$ cat src/rtl/fetch_unit.sv
// RV32I instruction-fetch stage: owns the PC, reads the combinational ROM and
// holds one fetched instruction in an IF/ID register with a valid/ready handshake.
module fetch_unit #(
    parameter logic [31:0] RESET_PC = 32'h0000_0000,
    parameter logic [31:0] PC_STEP  = 32'd4
) (
    input  logic        clk,
    input  logic        reset,
    output logic [31:0] instr_addr,
    input  logic [31:0] instr_data,
    input  logic        redirect_valid,
    input  logic [31:0] redirect_target,
    input  logic        id_ready,
    output logic        id_valid,
    output logic [31:0] id_instr,
    output logic [31:0] id_pc,
    output logic [31:0] id_pc_plus4,
    output logic        misalign_err,
    output logic [31:0] retired_cnt
);

    localparam logic [31:0] NOP = 32'h0000_0013;

    typedef enum logic {EMPTY, FULL} state_t;

    state_t      state, state_nx;
    logic [31:0] pc, pc_nx;
    logic [31:0] instr_nx, ipc_nx, ipc4_nx, cnt_nx;
    logic        mis_nx;
    logic        handshake, slot_free;

    assign instr_addr = pc;
    assign id_valid   = (state == FULL);
    assign handshake  = (state == FULL) && id_ready;
    assign slot_free  = (state == EMPTY) || id_ready;

    always_ff @(posedge clk or posedge reset) begin
        if (reset) begin
            state        <= EMPTY;
            pc           <= RESET_PC;
            id_instr     <= NOP;
            id_pc        <= '0;
            id_pc_plus4  <= 32'd4;
            misalign_err <= 1'b0;
            retired_cnt  <= '0;
        end else begin
            state        <= state_nx;
            pc           <= pc_nx;
            id_instr     <= instr_nx;
            id_pc        <= ipc_nx;
            id_pc_plus4  <= ipc4_nx;
            misalign_err <= mis_nx;
            retired_cnt  <= cnt_nx;
        end
    end

    always_comb begin
        state_nx = state;
        pc_nx    = pc;
        instr_nx = id_instr;
        ipc_nx   = id_pc;
        ipc4_nx  = id_pc_plus4;
        cnt_nx   = handshake ? retired_cnt + 32'd1 : retired_cnt;
        mis_nx   = redirect_valid && (redirect_target[1:0] != 2'b00);

        // A redirect flushes only the valid bit; the held id_* fields stay as-is.
        if (redirect_valid) begin
            state_nx = EMPTY;
            pc_nx    = {redirect_target[31:2], 2'b00};
        end else if (slot_free) begin
            state_nx = FULL;
            instr_nx = instr_data;
            ipc_nx   = pc;
            ipc4_nx  = pc + 32'd4;
            pc_nx    = pc + PC_STEP;
        end
    end

endmodule

$ cat config.mk
export PLATFORM = sky130hd
export DESIGN_NAME = fetch_unit
export DESIGN_NICKNAME = d
export VERILOG_FILES = /design/src/rtl/fetch_unit.sv
export SDC_FILE = /design/constraint.sdc
export NUM_CORES = 1
export LEC_CHECK = 0
export CAP_MARGIN = 20
export CORE_ASPECT_RATIO = 0.6
export CORE_MARGIN = 2
export CORE_UTILIZATION = 42
export DETAILED_ROUTE_END_ITERATION = 10
export PLACE_DENSITY_LB_ADDON = 0.08
export SYNTH_ARGS = -nofsm -noshare
export SYNTH_HDL_FRONTEND = slang
export SYNTH_SLANG_ARGS = --single-unit
$ cat constraint.sdc
create_clock -name clk -period 5.39 [get_ports clk]
set_clock_uncertainty 0.15 [all_clocks]
set_input_delay 1.078 -clock clk [delete_from_list [all_inputs] [get_ports clk]]
set_output_delay 1.078 -clock clk [all_outputs]
set_load 0.05 [all_outputs]
Yosys cells after proc, flatten, opt, wreduce, memory -nomap -nowiden:

Index checks and enable logic that the tools add are counted.

* flip-flop bits (word level): 162
* bits of input ports: 68
* output and inout port bits: 162

* add/subtract/negate cells: 2
* mux-type cells: 4
* bitwise operators: 2
* reductions and logical operators: 6

Operator list (count)
* 32-bit two-way mux: 2
* 32-bit by 1-bit adder with 32-bit output, second input constant: 1
* 32-bit by 3-bit adder with 32-bit output, second input constant: 1
* 2-bit nonzero test: 2
* 1-bit logical AND: 2
* 1-bit two-way mux: 2
* 1-bit NOT: 2
* 2-bit AND reduction: 1
* 1-bit logical OR: 1

Logic depth before layout (Yosys ltp):

* depth after elaboration: 4
* mapped depth: 7
* gate-level depth less buffers: 5

Worst setup path before layout:

Ideal clock, no wire load.

* kind: reg-to-reg
* start point: register pc[2], in the netlist instr_addr[2]
* end point: register id_pc_plus4[26]
* library setup time: 0.082 ns
* data arrival time: 2.460 ns
* required time: 5.158 ns
* path slack: 2.698 ns
* cell stages (with the launch flop): 7
* buffers on the path: 1
* clock period less this slack: 2.692 ns
* cell sequence: dfrtp_1 > ha_1 > nand3_1 > or4_1 > buf_2 > or4_1 > a31oi_1

* word-level cells in the longest chain between the ends: 1

Ends and longest elaborated chain
* start: declaration: RTL line 27 `logic [31:0] pc, pc_nx;`
* start signal: assignment: RTL line 48 `pc <= pc_nx;`
* 32-bit by 3-bit adder with 32-bit output: RTL line 74 `ipc4_nx = pc + 32'd4;`
* end signal: assignment: RTL line 51 `id_pc_plus4 <= ipc4_nx;`
* end: declaration: RTL line 17 `output logic [31:0] id_pc_plus4,`

No other way between the ends.
A chain may end at the register's enable or synchronous reset.

Worst setup path in the final report:

* start point: register pc[18], in the netlist instr_addr[18]
* end point: output port instr_addr[18]

RTL lines
* end: declaration: RTL line 9 `output logic [31:0] instr_addr,`

No word-level cell between the ends.

==> flow_summary.toml <==
[clock_tree]
cts_resized = 0
clk-insertion-delay-late_ps = 420
clock-sinks = 156
cts_root_buf = "clkbuf_16"
cts_setup_buffers = 0
numCtsBuffers = 17
clk_path_buf_depth = 2
cts_tree = "built"
path_clk_slew_ps = 70
ctsHtreeMaxLevel = 4
ctsHoldBuffers = 0

[grt]
track_usage_pct = 23.15
overflow = 0
grt_max_degree = 93
grt_pass1_vias = 6116
grt_pass1_wl_um = 33670
antenna_found_initial = 1

[logic_synthesis]
synth_top_area_share_pct = 52.24
synth-seq-area-share_pct = 53.69
synth_area_um2 = 7281
syn-instance-count = 785
ys_types = 51
syn_area_per_cell_um2 = 9.275
synth_top_area_cell = "dfrtp_1"
synth-xor-area-share_pct = 6.616
synthSimpleGateAreaFrac_pct = 26.47
synth_compound_area_share_pct = 8.129
synth_edf_count = 0
synth_top_family_by_area = "simple AND/OR/NAND/NOR gates"
synth.area.mux_share_pct = 0.2921
ys.flop_type = "dfrtp_1"
synthArstFlopShare_pct = 100.0
synth_fa_ha_area_share_pct = 0.3437
ys_ff_latch = 156
yosys_warnings = 0
synthTopCellsByArea = "dfrtp_1 (52%), nand2_1 (12%), xnor2_1 (4.3%)"

[floorplanning]
io_pins = 230
rows = 37
start_util_pct = 42.74
die_w_um = 174.0
die_h_um = 106.0
die_area_um2 = 18440
core_um2 = 17040

[placed_design]
gp_congestion = 0.8250
placedCellCount = 1197
post-dp-hpwl_um = 14660
port_buffers = 223
place_area_um2 = 9644

[critical_path]
cp_data_arrival_time_ps = 1960
start_kind = "register"
slowest_stage = "clkdlybuf4s50_1"
path_max_fanout = 11
cpPeakStageDelay_ps = 920
critPathKind = "reg -> out"
cp_cell_sequence = "clkdlybuf4s50_1"
cp.buffers_inverters = 1
crit_required_ps = 4160
end_kind = "output port"
crit_family = "buffers and inverters"

[drt]
drc = 0
route.vias.total = 6413
finalWirelength_um = 21070
drt-wirelength-per-cell_um = 17.14
drt_pass1_iterations = 5
drt-initial-drc-count = 434
via_per_inst = 5.218
antenna_left = 0

[layout]
fill_cells = 1536
postLayoutCellArea_um2 = 10260
seqCellArea_um2 = 3909
stdcell_count = 1229
final_cell_mix = "nand2_1 (228), clkdlybuf4s50_1 (222), dfrtp_1 (152), o21ai_0 (39), xnor2_1 (36)"
multiInputGateArea_um2 = 3087
drive_gt1_share_pct = 6.131
n_antenna_cell = 0
nNetsFinal = 1052
area_delta_synth_final_pct = 40.97
layout_commonest_cell = "nand2_1"

[job]
max-cap-violations = 0

[power]
powerDensity_nw_per_um2 = 375.4
p_leak_uw = 0.004389
power.total_uw = 3853
peakVddDrop_v = 0.0002152

[timing]
setup_viol = 0
whs_ps = 309.2
finalCritPeriodShare_pct = 59.21
period_minus_slack_ps = 3192
rsz0062_at_grt = "false"
worst-slew-pin-transition_ps = 848.8
hold_violations = 0
finalSetupTns_ps = 0
slew_headroom_pct = 43.42
drv_slew = 0
fmax_mhz = 313.3

[worst_hold_path]
hold_path_class = "reg -> reg"

[outcome]
outcome = "completed"
[through the flow]
step	setup slack, ps	util, %
final	2198	60.25
after global routing	2115	60.25
after CTS	2210	60.25
after detailed placement	1836	56.61
after global placement	1882	56.61
after floorplan	2192	-
[layer usage]
metal  vias up  wire length [um]  GRT usage [%]
met5         -                 0              0
met4         0               116          4.802
met3        11              1883          7.582
met2       223              8691          32.07
met1      3093             10380          35.02
li1       3086                 -              -
[final cells by class]
cell class | instances | area share (%)
Timing Repair Buffer | 233 | 22.55
Clock buffer | 20 | 4.547
Inverter | 10 | 0.4023
Clock inverter | 12 | 1.487
Multi-Input combinational cell | 564 | 30.07
Tap cell | 234 | 2.853
Sequential cell | 156 | 38.08
[state kept, by name, indices dropped and copies added, names as in the netlist]
register      count
id_pc            30
retired_cnt      32
misalign_err      1
id_instr         32
id_pc_plus4      30
id_valid          1
instr_addr       30
[power by group]
| part | internal [uW] | switching [uW] | leakage (uW) |
|---|---|---|---|
| combinational | 374 | 752 | 0.00216 |
| clock | 736 | 528 | 0.000300 |
| sequential | 1310 | 153 | 0.00193 |
[Yosys cell counts (16+ instances only)]
library cell,number
a31oi_1,18
clkbuf_1,33
dfrtp_1,152
nand2_1,229
nand3_1,35
nand4_1,19
nor2_1,33
nor3_1,16
o21ai_0,39
or4_1,21
xnor2_1,36
xor2_1,19
[path summary, 6_finish.rpt]
path | startpoint | to | slack [ps] | cells after the start
worst min register to register | id_instr[0] | id_instr[0] | 310 | 2
worst min-delay path | id_instr[0] | id_instr[0] | 310 | 2
max in group asynchronous | reset | instr_addr[31] | 3350 | 3
min in group asynchronous | reset | retired_cnt[12] | 990 | 3
worst max-delay path | instr_addr[18] | instr_addr[18] | 2200 | 1
worst max register to register | instr_addr[2] | id_pc_plus4[26] | 2670 | 5
[cells by family (layout without fill, tap and decap cells)]
| group | Yosys count | in the layout |
|---|---|---|
| AOI/OAI and AO/OA | 93 | 93 |
| xor gates and xnor gates | 55 | 55 |
| adders and majority gates | 2 | 2 |
| buffers and inverters | 70 | 275 |
| DFF | 156 | 156 |
| muxes | 2 | 2 |
| other | 1 | 6 |
| and+or+nand+nor | 406 | 406 |
Note: power is estimated with default switching activity, not from simulation.
